$ cat src/rtl/rob_param_pkg.sv
// Shared definitions for the reorder buffer: opcode map, opcode class struct,
// data widths and a tag-width helper.
package rob_param_pkg;

  localparam int OPC_W = 6;
  localparam int REG_W = 5;
  localparam int XLEN  = 32;

  // Opcode map. Each class occupies one contiguous range so that a class
  // can be decoded with a single range compare.
  localparam logic [OPC_W-1:0]
    OP_NOP  = 6'd0,  OP_ADD  = 6'd1,  OP_SUB  = 6'd2,  OP_ADDI = 6'd3,
    OP_LUI  = 6'd4,  OP_JAL  = 6'd5,  OP_JALR = 6'd6,
    OP_BEQ  = 6'd8,  OP_BNE  = 6'd9,  OP_BLT  = 6'd10, OP_BGE  = 6'd11,
    OP_BLTU = 6'd12, OP_BGEU = 6'd13,
    OP_LB   = 6'd16, OP_LH   = 6'd17, OP_LW   = 6'd18, OP_LBU  = 6'd19,
    OP_LHU  = 6'd20,
    OP_SB   = 6'd24, OP_SH   = 6'd25, OP_SW   = 6'd26;

  typedef struct packed {
    logic is_branch;
    logic is_store;
    logic is_load;
    logic is_jalr;
  } op_class_t;

  function automatic int tag_w(input int depth);
    return $clog2(depth);
  endfunction

endpackage

$ cat src/rtl/rob_param_if.sv
// Bundle of all ROB-facing buses: dispatcher issue, writeback channels,
// operand query, commit, store handshake, flush and predictor update.
//   slave  : the ROB side
//   master : the surrounding core (dispatcher / ALU / LSB / RF)
interface rob_param_if #(
  parameter int DEPTH  = 16,
  parameter int TAG_W  = 4,
  parameter int NUM_WB = 2
);
  import rob_param_pkg::*;

  // issue
  logic                               issue_en;
  logic [OPC_W-1:0]                   issue_opcode;
  logic [REG_W-1:0]                   issue_rd;
  logic [REG_W-1:0]                   issue_pre_reg;
  logic                               issue_pre_br;
  logic [TAG_W-1:0]                   free_rob_id;
  logic                               full;
  logic [TAG_W:0]                     count;
  // writeback, channel 0 in the LSBs
  logic [NUM_WB-1:0]                  wb_en;
  logic [NUM_WB-1:0][TAG_W-1:0]       wb_id;
  logic [NUM_WB-1:0][XLEN-1:0]        wb_val;
  logic [NUM_WB-1:0][XLEN-1:0]        wb_pc;
  logic [NUM_WB-1:0]                  wb_taken;
  // operand query
  logic [TAG_W-1:0]                   qry_id;
  logic                               qry_rdy;
  logic [XLEN-1:0]                    qry_val;
  // commit
  logic                               commit_en;
  logic [TAG_W-1:0]                   commit_tag;
  logic [REG_W-1:0]                   commit_rd;
  logic [XLEN-1:0]                    commit_val;
  // store handshake
  logic                               store_req;
  logic                               store_ack;
  // redirect / predictor
  logic                               flush;
  logic [XLEN-1:0]                    new_pc;
  logic                               pre_upt_en;
  logic [REG_W-1:0]                   pre_upt_reg;
  logic                               pre_upt_taken;

  modport slave (
    input  issue_en, issue_opcode, issue_rd, issue_pre_reg, issue_pre_br,
    output free_rob_id, full, count,
    input  wb_en, wb_id, wb_val, wb_pc, wb_taken,
    input  qry_id,
    output qry_rdy, qry_val,
    output commit_en, commit_tag, commit_rd, commit_val,
    output store_req,
    input  store_ack,
    output flush, new_pc, pre_upt_en, pre_upt_reg, pre_upt_taken
  );

  modport master (
    output issue_en, issue_opcode, issue_rd, issue_pre_reg, issue_pre_br,
    input  free_rob_id, full, count,
    output wb_en, wb_id, wb_val, wb_pc, wb_taken,
    output qry_id,
    input  qry_rdy, qry_val,
    input  commit_en, commit_tag, commit_rd, commit_val,
    input  store_req,
    output store_ack,
    input  flush, new_pc, pre_upt_en, pre_upt_reg, pre_upt_taken
  );

endinterface

$ cat src/rtl/rob_param_op_class.sv
// Combinational opcode classifier.
//   opcode_i : opcode of the entry being examined
//   cls_o    : branch / store / load / jalr flags
module rob_param_op_class
  import rob_param_pkg::*;
(
  input  logic [OPC_W-1:0] opcode_i,
  output op_class_t        cls_o
);

  assign cls_o.is_branch = (opcode_i >= OP_BEQ) && (opcode_i <= OP_BGEU);
  assign cls_o.is_store  = (opcode_i >= OP_SB)  && (opcode_i <= OP_SW);
  assign cls_o.is_load   = (opcode_i >= OP_LB)  && (opcode_i <= OP_LHU);
  assign cls_o.is_jalr   = (opcode_i == OP_JALR);

endmodule

$ cat src/rtl/rob_param.sv
// Parametrised reorder buffer. Allocates entries in program order at the
// tail, accepts out-of-order results on NUM_WB writeback channels and
// retires at most one entry per cycle from the head. Stores retire only
// after the LSB acknowledges; mispredicted branches and JALR raise a
// one-cycle flush that empties the buffer on the following edge.
//   clk, rst_n : clock, async active-low reset
//   rdy        : global enable, 0 freezes all state
//   bus        : rob_param_if.slave (issue / wb / query / commit / store /
//                flush / predictor update)
module rob_param
  import rob_param_pkg::*;
#(
  parameter int DEPTH       = 16,
  parameter int TAG_W       = 4,
  parameter int NUM_WB      = 2,
  parameter int FULL_MARGIN = 1
)(
  input  logic        clk,
  input  logic        rst_n,
  input  logic        rdy,
  rob_param_if.slave  bus
);

  localparam int CW = TAG_W + 1;

  // pointers and occupancy
  logic [TAG_W-1:0]              head_q, tail_q;
  logic [CW-1:0]                 count_q;
  // entry arrays
  logic [DEPTH-1:0]              busy_q, ready_q, pre_br_q, taken_q;
  logic [DEPTH-1:0][OPC_W-1:0]   opc_q;
  logic [DEPTH-1:0][REG_W-1:0]   rd_q, pre_reg_q;
  logic [DEPTH-1:0][XLEN-1:0]    val_q, pc_q;
  // registered outputs
  logic                          commit_en_q, flush_q, pre_upt_en_q;
  logic                          store_req_q, pre_upt_taken_q;
  logic [TAG_W-1:0]              commit_tag_q;
  logic [REG_W-1:0]              commit_rd_q, pre_upt_reg_q;
  logic [XLEN-1:0]               commit_val_q, new_pc_q;

  op_class_t hcls;
  logic      unused_cls;

  rob_param_op_class u_cls (
    .opcode_i (opc_q[head_q]),
    .cls_o    (hcls)
  );
  assign unused_cls = hcls.is_load;

  // per-channel, per-entry writeback hits; ids of idle entries are dropped
  logic [NUM_WB-1:0][DEPTH-1:0] wb_hit;
  for (genvar k = 0; k < NUM_WB; k++) begin : g_wb
    for (genvar e = 0; e < DEPTH; e++) begin : g_ent
      assign wb_hit[k][e] = bus.wb_en[k] && (bus.wb_id[k] == TAG_W'(e)) && busy_q[e];
    end
  end

  logic head_busy, retire_alu, retire_st, retire, do_issue;

  assign head_busy  = busy_q[head_q];
  assign retire_alu = rdy && !flush_q && head_busy && ready_q[head_q] && !hcls.is_store;
  // a store leaves only on the edge its acknowledged request is seen
  assign retire_st  = rdy && !flush_q && head_busy && hcls.is_store && store_req_q && bus.store_ack;
  assign retire     = retire_alu || retire_st;
  assign do_issue   = rdy && !flush_q && bus.issue_en && (count_q != CW'(DEPTH));

  always_ff @(posedge clk or negedge rst_n) begin
    if (!rst_n) begin
      head_q          <= '0;
      tail_q          <= '0;
      count_q         <= '0;
      busy_q          <= '0;
      ready_q         <= '0;
      pre_br_q        <= '0;
      taken_q         <= '0;
      opc_q           <= '0;
      rd_q            <= '0;
      pre_reg_q       <= '0;
      val_q           <= '0;
      pc_q            <= '0;
      commit_en_q     <= 1'b0;
      commit_tag_q    <= '0;
      commit_rd_q     <= '0;
      commit_val_q    <= '0;
      store_req_q     <= 1'b0;
      flush_q         <= 1'b0;
      new_pc_q        <= '0;
      pre_upt_en_q    <= 1'b0;
      pre_upt_reg_q   <= '0;
      pre_upt_taken_q <= 1'b0;
    end else if (flush_q) begin
      // Consumers already acted on the flush pulse, so the buffer empties
      // on this edge even if rdy has dropped; otherwise ROB and consumers
      // would disagree about what is in flight.
      head_q       <= '0;
      tail_q       <= '0;
      count_q      <= '0;
      busy_q       <= '0;
      ready_q      <= '0;
      store_req_q  <= 1'b0;
      commit_en_q  <= 1'b0;
      flush_q      <= 1'b0;
      pre_upt_en_q <= 1'b0;
    end else if (rdy) begin
      commit_en_q  <= 1'b0;
      pre_upt_en_q <= 1'b0;

      // ascending channel order: the highest channel wins on a shared id
      for (int e = 0; e < DEPTH; e++) begin
        for (int k = 0; k < NUM_WB; k++) begin
          if (wb_hit[k][e]) begin
            ready_q[e] <= 1'b1;
            val_q[e]   <= bus.wb_val[k];
            pc_q[e]    <= bus.wb_pc[k];
            taken_q[e] <= bus.wb_taken[k];
          end
        end
      end

      if (do_issue) begin
        busy_q[tail_q]    <= 1'b1;
        ready_q[tail_q]   <= 1'b0;
        opc_q[tail_q]     <= bus.issue_opcode;
        rd_q[tail_q]      <= bus.issue_rd;
        pre_reg_q[tail_q] <= bus.issue_pre_reg;
        pre_br_q[tail_q]  <= bus.issue_pre_br;
        tail_q            <= tail_q + TAG_W'(1);
      end

      if (retire) begin
        busy_q[head_q]  <= 1'b0;
        ready_q[head_q] <= 1'b0;
        head_q          <= head_q + TAG_W'(1);
        commit_en_q     <= 1'b1;
        commit_tag_q    <= head_q;
        commit_rd_q     <= rd_q[head_q];
        commit_val_q    <= val_q[head_q];
        if (hcls.is_branch) begin
          pre_upt_en_q    <= 1'b1;
          pre_upt_reg_q   <= pre_reg_q[head_q];
          pre_upt_taken_q <= taken_q[head_q];
          new_pc_q        <= pc_q[head_q];
          flush_q         <= taken_q[head_q] != pre_br_q[head_q];
        end else if (hcls.is_jalr) begin
          new_pc_q <= pc_q[head_q];
          flush_q  <= 1'b1;
        end
      end

      count_q     <= count_q + CW'(do_issue) - CW'(retire);
      store_req_q <= head_busy && hcls.is_store && !retire_st;
    end else begin
      commit_en_q  <= 1'b0;
      flush_q      <= 1'b0;
      pre_upt_en_q <= 1'b0;
    end
  end

  assign bus.free_rob_id   = tail_q;
  assign bus.count         = count_q;
  assign bus.full          = count_q >= CW'(DEPTH - FULL_MARGIN);
  assign bus.qry_rdy       = ready_q[bus.qry_id];
  assign bus.qry_val       = val_q[bus.qry_id];
  assign bus.commit_en     = commit_en_q;
  assign bus.commit_tag    = commit_tag_q;
  assign bus.commit_rd     = commit_rd_q;
  assign bus.commit_val    = commit_val_q;
  assign bus.store_req     = store_req_q;
  assign bus.flush         = flush_q;
  assign bus.new_pc        = new_pc_q;
  assign bus.pre_upt_en    = pre_upt_en_q;
  assign bus.pre_upt_reg   = pre_upt_reg_q;
  assign bus.pre_upt_taken = pre_upt_taken_q;

endmodule
$ cat src/flat_wrapper.sv
// flat-port wrapper written by rule: the top's interface ports become plain ports
module rob_param_flat import rob_param_pkg::*;
#(
  parameter int DEPTH       = 16,
  parameter int TAG_W       = 4,
  parameter int NUM_WB      = 2,
  parameter int FULL_MARGIN = 1
)
  (clk, rst_n, rdy, bus_issue_en, bus_issue_opcode, bus_issue_rd, bus_issue_pre_reg, bus_issue_pre_br, bus_free_rob_id, bus_full, bus_count, bus_wb_en, bus_wb_id, bus_wb_val, bus_wb_pc, bus_wb_taken, bus_qry_id, bus_qry_rdy, bus_qry_val, bus_commit_en, bus_commit_tag, bus_commit_rd, bus_commit_val, bus_store_req, bus_store_ack, bus_flush, bus_new_pc, bus_pre_upt_en, bus_pre_upt_reg, bus_pre_upt_taken);
  rob_param_if #(.DEPTH(DEPTH), .TAG_W(TAG_W), .NUM_WB(NUM_WB)) bus_i ();
  input  logic clk;
  input  logic rst_n;
  input  logic rdy;
  input wire logic [$bits(bus_i.issue_en)-1:0] bus_issue_en;
  input wire logic [$bits(bus_i.issue_opcode)-1:0] bus_issue_opcode;
  input wire logic [$bits(bus_i.issue_rd)-1:0] bus_issue_rd;
  input wire logic [$bits(bus_i.issue_pre_reg)-1:0] bus_issue_pre_reg;
  input wire logic [$bits(bus_i.issue_pre_br)-1:0] bus_issue_pre_br;
  output wire logic [$bits(bus_i.free_rob_id)-1:0] bus_free_rob_id;
  output wire logic [$bits(bus_i.full)-1:0] bus_full;
  output wire logic [$bits(bus_i.count)-1:0] bus_count;
  input wire logic [$bits(bus_i.wb_en)-1:0] bus_wb_en;
  input wire logic [$bits(bus_i.wb_id)-1:0] bus_wb_id;
  input wire logic [$bits(bus_i.wb_val)-1:0] bus_wb_val;
  input wire logic [$bits(bus_i.wb_pc)-1:0] bus_wb_pc;
  input wire logic [$bits(bus_i.wb_taken)-1:0] bus_wb_taken;
  input wire logic [$bits(bus_i.qry_id)-1:0] bus_qry_id;
  output wire logic [$bits(bus_i.qry_rdy)-1:0] bus_qry_rdy;
  output wire logic [$bits(bus_i.qry_val)-1:0] bus_qry_val;
  output wire logic [$bits(bus_i.commit_en)-1:0] bus_commit_en;
  output wire logic [$bits(bus_i.commit_tag)-1:0] bus_commit_tag;
  output wire logic [$bits(bus_i.commit_rd)-1:0] bus_commit_rd;
  output wire logic [$bits(bus_i.commit_val)-1:0] bus_commit_val;
  output wire logic [$bits(bus_i.store_req)-1:0] bus_store_req;
  input wire logic [$bits(bus_i.store_ack)-1:0] bus_store_ack;
  output wire logic [$bits(bus_i.flush)-1:0] bus_flush;
  output wire logic [$bits(bus_i.new_pc)-1:0] bus_new_pc;
  output wire logic [$bits(bus_i.pre_upt_en)-1:0] bus_pre_upt_en;
  output wire logic [$bits(bus_i.pre_upt_reg)-1:0] bus_pre_upt_reg;
  output wire logic [$bits(bus_i.pre_upt_taken)-1:0] bus_pre_upt_taken;
  assign bus_i.issue_en = bus_issue_en;
  assign bus_i.issue_opcode = bus_issue_opcode;
  assign bus_i.issue_rd = bus_issue_rd;
  assign bus_i.issue_pre_reg = bus_issue_pre_reg;
  assign bus_i.issue_pre_br = bus_issue_pre_br;
  assign bus_free_rob_id = bus_i.free_rob_id;
  assign bus_full = bus_i.full;
  assign bus_count = bus_i.count;
  assign bus_i.wb_en = bus_wb_en;
  assign bus_i.wb_id = bus_wb_id;
  assign bus_i.wb_val = bus_wb_val;
  assign bus_i.wb_pc = bus_wb_pc;
  assign bus_i.wb_taken = bus_wb_taken;
  assign bus_i.qry_id = bus_qry_id;
  assign bus_qry_rdy = bus_i.qry_rdy;
  assign bus_qry_val = bus_i.qry_val;
  assign bus_commit_en = bus_i.commit_en;
  assign bus_commit_tag = bus_i.commit_tag;
  assign bus_commit_rd = bus_i.commit_rd;
  assign bus_commit_val = bus_i.commit_val;
  assign bus_store_req = bus_i.store_req;
  assign bus_i.store_ack = bus_store_ack;
  assign bus_flush = bus_i.flush;
  assign bus_new_pc = bus_i.new_pc;
  assign bus_pre_upt_en = bus_i.pre_upt_en;
  assign bus_pre_upt_reg = bus_i.pre_upt_reg;
  assign bus_pre_upt_taken = bus_i.pre_upt_taken;
  rob_param #(.DEPTH(DEPTH), .TAG_W(TAG_W), .NUM_WB(NUM_WB), .FULL_MARGIN(FULL_MARGIN)) u_core (.clk(clk), .rst_n(rst_n), .rdy(rdy), .bus(bus_i));
endmodule
$ cat config.mk
export PLATFORM = sky130hd
export DESIGN_NAME = rob_param_flat
export DESIGN_NICKNAME = d
export VERILOG_FILES = /design/src/rtl/rob_param_pkg.sv /design/src/rtl/rob_param_if.sv /design/src/rtl/rob_param_op_class.sv /design/src/rtl/rob_param.sv /design/src/flat_wrapper.sv
export SDC_FILE = /design/constraint.sdc
export NUM_CORES = 2
export LEC_CHECK = 0
export ABC_AREA = 1
export BUFFER_PORTS_ARGS = -buffer_cell sky130_fd_sc_hd__buf_2
export CORE_MARGIN = 3
export CORE_UTILIZATION = 46
export CTS_CLUSTER_SIZE = 14
export DETAILED_ROUTE_END_ITERATION = 16
export HOLD_SLACK_MARGIN = 0.03
export SLEW_MARGIN = 20
export SYNTH_ARGS = -nofsm -noshare
export SYNTH_HDL_FRONTEND = slang
export SYNTH_SLANG_ARGS = --single-unit
$ cat constraint.sdc
create_clock -name clk -period 3.8 [get_ports clk]
set_input_delay 0.19 -clock clk [delete_from_list [all_inputs] [get_ports clk]]
set_output_delay 0.19 -clock clk [all_outputs]
set_load 0.02 [all_outputs]
==> results by stage <==
Critical path:
- The worst setup path is captured at a flip-flop.
- The worst endpoint data arrival time is 4.28 ns.
- The worst setup path is launched from a flip-flop.
- On the worst path, the slowest cell contributes a delay of 0.50 ns.
- Of all nets on the critical path, the largest fanout is 23.
- The family of cells with the greatest summed delay on the critical path is simple AND/OR/NAND/NOR gates.
- The critical path is of the flip-flop to flip-flop type.
- The most prevalent standard cell on the critical path is sky130_fd_sc_hd__nand2_1.
- Data on the critical path is required at its endpoint by 4.51 ns.
- The slowest stage of the critical path belongs to the cell sky130_fd_sc_hd__dfrtp_4.
- Counting both buffers and inverters, the worst setup path holds a total of 5.

Finish:
- In the final design database the tool counted 11000 nets.
- The synthesis-to-finish area growth is 13.5%.
- The leading cell type in the layout, fill and taps excluded is sky130_fd_sc_hd__nand2_1.
- The fraction of the core area covered by cells at the end of the flow is 0.527.
- After the flow finishes, the layout carries non-filler instances totaling 13300.
- The total of fill cells in the finished design is 16800.
- In the final layout, the share of cells above drive strength 1 is 0.0752.
- The largest registers in the layout are u_core.pc_q: 512 flops, u_core.val_q: 512 flops, u_core.opc_q: 96 flops.
- Across the whole layout, storage elements account for 0.0360 mm².
- The area taken by multi-input logic gates is 0.0367 mm².
- The library cells used most frequently in the layout, excluding fill and tap cells, are sky130_fd_sc_hd__nand2_1 (2559), sky130_fd_sc_hd__o21ai_0 (2261), sky130_fd_sc_hd__dfrtp_1 (1438).

Detailed routing:
- In the final routed layout, each cell accounts on average for 24.2 µm.
- For this run, design rule violations remaining after detail routing come to 0.
- The iteration count of the initial detailed-routing pass is 6.
- The detailed-route wire length is 322 mm.
- The number of nets with antenna violations after detailed routing is 0.
- The first routing iteration left 10600 violations.
- In the routed layout, each cell is associated on average with a via count of 6.04.
- Across all layers, the routed design uses 80300 vias.

Timing:
- The maximum achievable frequency is 280 MHz.
- At the pin with the least slew margin, the transition time is 1.12 ns.
- The number of hold violations in the final report is 0.
- The max-slew violation total from the final report is 0.
- Measured against its own limit, the worst slew margin works out to 0.254.
- On the final layout, the worst clock skew is 0.0337 ns.
- The fraction of the cycle the final worst path needs is 0.940.
- Adding up every negative setup slack in the final design gives 0 ns.
- The total setup violations reported at the end of the flow is 0.
- The routed design could run at a clock period as short as 3.57 ns.

Placed design:
- The number of buffers added on ports is 291.
- The final weighted congestion in routability-driven placement is 0.912.
- The wire-length estimate of the detail-placed layout is 169 mm.
- Including well taps, the total number of placed cells is 12700.

Yosys:
- Yosys mapped a number of flops with a built-in enable equal to 0.
- The cell count after synthesis is 11000.
- The synthesized netlist contains 45 unique library cells.
- Yosys printed 0 warnings.
- The average instance area after synthesis is 7.26 µm².
- For this run, the register share of the synthesized area comes to 0.452.
- For this run, the leading register cell type out of synthesis is sky130_fd_sc_hd__dfrtp_1.
- The synthesized design contains 1440 register bits.
- The async set or reset register ratio after synthesis is 1.00.
- The synthesized net count is 11200.
- The cell area that synthesis handed to floorplanning was 0.0798 mm².

Global routing:
- The number of global-route vias before repair came to 75300.
- The total global-route track usage is 0.350.
- The number of antenna violations at the first check in global routing is 21.
- The wire length of the first global-routing pass is 481 mm.
- After global routing the overflow that remains totals 0.
- Entering global routing, the biggest net connects 194 pins.

Pwr:
- For this design the static power due to leakage is 0.0409 µW.
- Of the total power, the share spent switching nets is 0.395.
- The cell-internal power is 40300 µW.
- Summed over all nets, the switching power comes to 26300 µW.
- The largest vdd supply drop is 0.000626 V.
- The total power per unit cell area is 735 mW/mm².
- The portion of total power attributed to sequential cells is 0.382.
- The fraction of power consumed by combinational cells is 0.365.
- Of the total power, the clock network draws 0.253.

Clock network:
- The clock transition at the registers of the reported paths is 0.06 ns.
- In this run, CTS created clock tree buffers numbering 166.
- The number of levels the H-tree was split into is 4.
- The CTS tree is done.
- The number of sinks on the clock net is 1440.
- Counting along the longest clock path gives a buffer depth of 3.
- Clock latency on the worst-skew pair, taken at its later pin, is 0.83 ns.
- The cell at the root of the clock tree is sky130_fd_sc_hd__clkbuf_16.

Floorplanning:
- For this configuration, the core starts out at a cell density of 0.464.
- The total number of placement rows is 152.
- The region available for standard cell placement spans 0.172 mm².
- The die covers 0.178 mm².
- In this run the count of I/O pins placed on the die edge is 292.
- The die span in y is 422 µm.
- The horizontal die dimension is 422 µm.

Job:
- Across the run, the number of max-cap violations was 0.

Min path:
- The class of the most critical hold timing path is primary input to flip-flop.

Outcome:
- The flow ran to the end, and the final reports show no timing, DRC or antenna violations.
-- power by group through the flow --
stage | clock [µW] | sequential [µW] | combinational [µW]
floorplan | 0 | 24800 | 16200
global placement | 0 | 25300 | 22600
detailed placement | 0 | 25500 | 22900
CTS | 17000 | 25300 | 23700
global route | 17600 | 26100 | 27300
finish | 16800 | 25400 | 24300
-- tightest hold or removal path, cell delays in order --
cell and delay, ns:
sky130_fd_sc_hd__buf_2 0.17, sky130_fd_sc_hd__nor2_1 0.09, sky130_fd_sc_hd__inv_1 0.09, sky130_fd_sc_hd__nor4_1 0.08
sky130_fd_sc_hd__nor3_1 0.13, sky130_fd_sc_hd__nor3_1 0.06, sky130_fd_sc_hd__nand2_1 0.06, sky130_fd_sc_hd__nand2_1 0.04
-- path summary, 6_finish.rpt --
check / end / from / cells past startpoint / slack, ns
max in group asynchronous: u_core.val_q[10] / rst_n / 4 / 1.67
worst max register to register: u_core.bus.count[4] / u_core.head_q[0] / 25 / 0.23
worst min-delay path: u_core.ready_q[6] / bus_wb_id[3] / 8 / 0.13
worst max-delay path: u_core.bus.count[4] / u_core.head_q[0] / 25 / 0.23
min in group asynchronous: u_core.pre_reg_q[7] / rst_n / 3 / 0.53
worst min register to register: u_core.bus.new_pc[10] / u_core.bus.new_pc[10] / 2 / 0.47
-- cells in the mapped netlist (5+ instances only) --
cell / count / area share
sky130_fd_sc_hd__a211oi_1: 9 / 0.00085
sky130_fd_sc_hd__a21oi_1: 1000 / 0.063
sky130_fd_sc_hd__a31oi_1: 209 / 0.016
sky130_fd_sc_hd__buf_1: 47 / 0.0022
sky130_fd_sc_hd__buf_2: 215 / 0.013
sky130_fd_sc_hd__buf_4: 21 / 0.0020
sky130_fd_sc_hd__buf_6: 8 / 0.0011
sky130_fd_sc_hd__clkbuf_1: 729 / 0.034
sky130_fd_sc_hd__clkinv_1: 25 / 0.0012
sky130_fd_sc_hd__dfrtp_1: 1440 / 0.45
sky130_fd_sc_hd__ha_1: 17 / 0.0027
sky130_fd_sc_hd__inv_1: 763 / 0.036
sky130_fd_sc_hd__inv_2: 11 / 0.00052
sky130_fd_sc_hd__nand2_1: 2564 / 0.12
sky130_fd_sc_hd__nand3_1: 142 / 0.0089
sky130_fd_sc_hd__nand4_1: 37 / 0.0029
sky130_fd_sc_hd__nor2_1: 817 / 0.038
sky130_fd_sc_hd__nor3_1: 29 / 0.0018
sky130_fd_sc_hd__o211ai_1: 465 / 0.044
sky130_fd_sc_hd__o21ai_0: 2261 / 0.14
sky130_fd_sc_hd__o21ai_1: 17 / 0.0011
sky130_fd_sc_hd__o221ai_1: 59 / 0.0065
sky130_fd_sc_hd__o22ai_1: 54 / 0.0042
sky130_fd_sc_hd__o31ai_1: 5 / 0.00047
-- metal layers --
layer  routed length (µm)  track usage  vias to the layer above
met1               128000        0.467                    38400
met4                16600        0.162                        6
met2               146000        0.560                     4450
li1                     -            -                    36500
met5                   34            0                        -
met3                30500       0.0572                      888
-- cell type report --
type                            instances  area share
Sequential cell                      1440       0.398
Clock inverter                         53     0.00735
Multi-Input combinational cell       7720       0.406
Timing Repair Buffer                  707      0.0677
Antenna cell                           12    0.000332
Tap cell                             2310      0.0319
Clock buffer                          248      0.0550
Inverter                              800      0.0337
Timing Repair inverter                  2    0.000304
-- per-stage QoR --
| stage | power, µW | setup slack, ns | cell area [µm²] | hold WS (ns) |
|---|---|---|---|---|
| after floorplan | 41100 | 0.449 | 79800 | -0.106 |
| after global placement | 47900 | 0.137 | 82500 | 0.295 |
| after detailed placement | 48500 | 0.134 | 82500 | 0.297 |
| after CTS | 66000 | 0.119 | 90300 | 0.0704 |
| after global routing | 71000 | -0.00820 | 90500 | 0.132 |
| final | 66500 | 0.230 | 90600 | 0.132 |
-- kinds of logic after synthesis --
kind of cell,after synthesis,share of synthesized area
AO/OA/AOI/OAI,4089,0.279
XOR/XNOR,2,0.000220
flip-flops,1440,0.452
buffers and inverters,1820,0.0908
AND/OR/NAND/NOR,3611,0.175
adder cells (fa/ha/maj),18,0.00292
-- what timing repair did --
item | CTS | global route
hold buffers | 219 | 0
gates resized for setup | 0 | 11
hold endpoints to repair | 1577 | 0
setup buffers | 0 | 9
setup endpoints to repair | 0 | 34
Power figures use the tool's default switching activity.
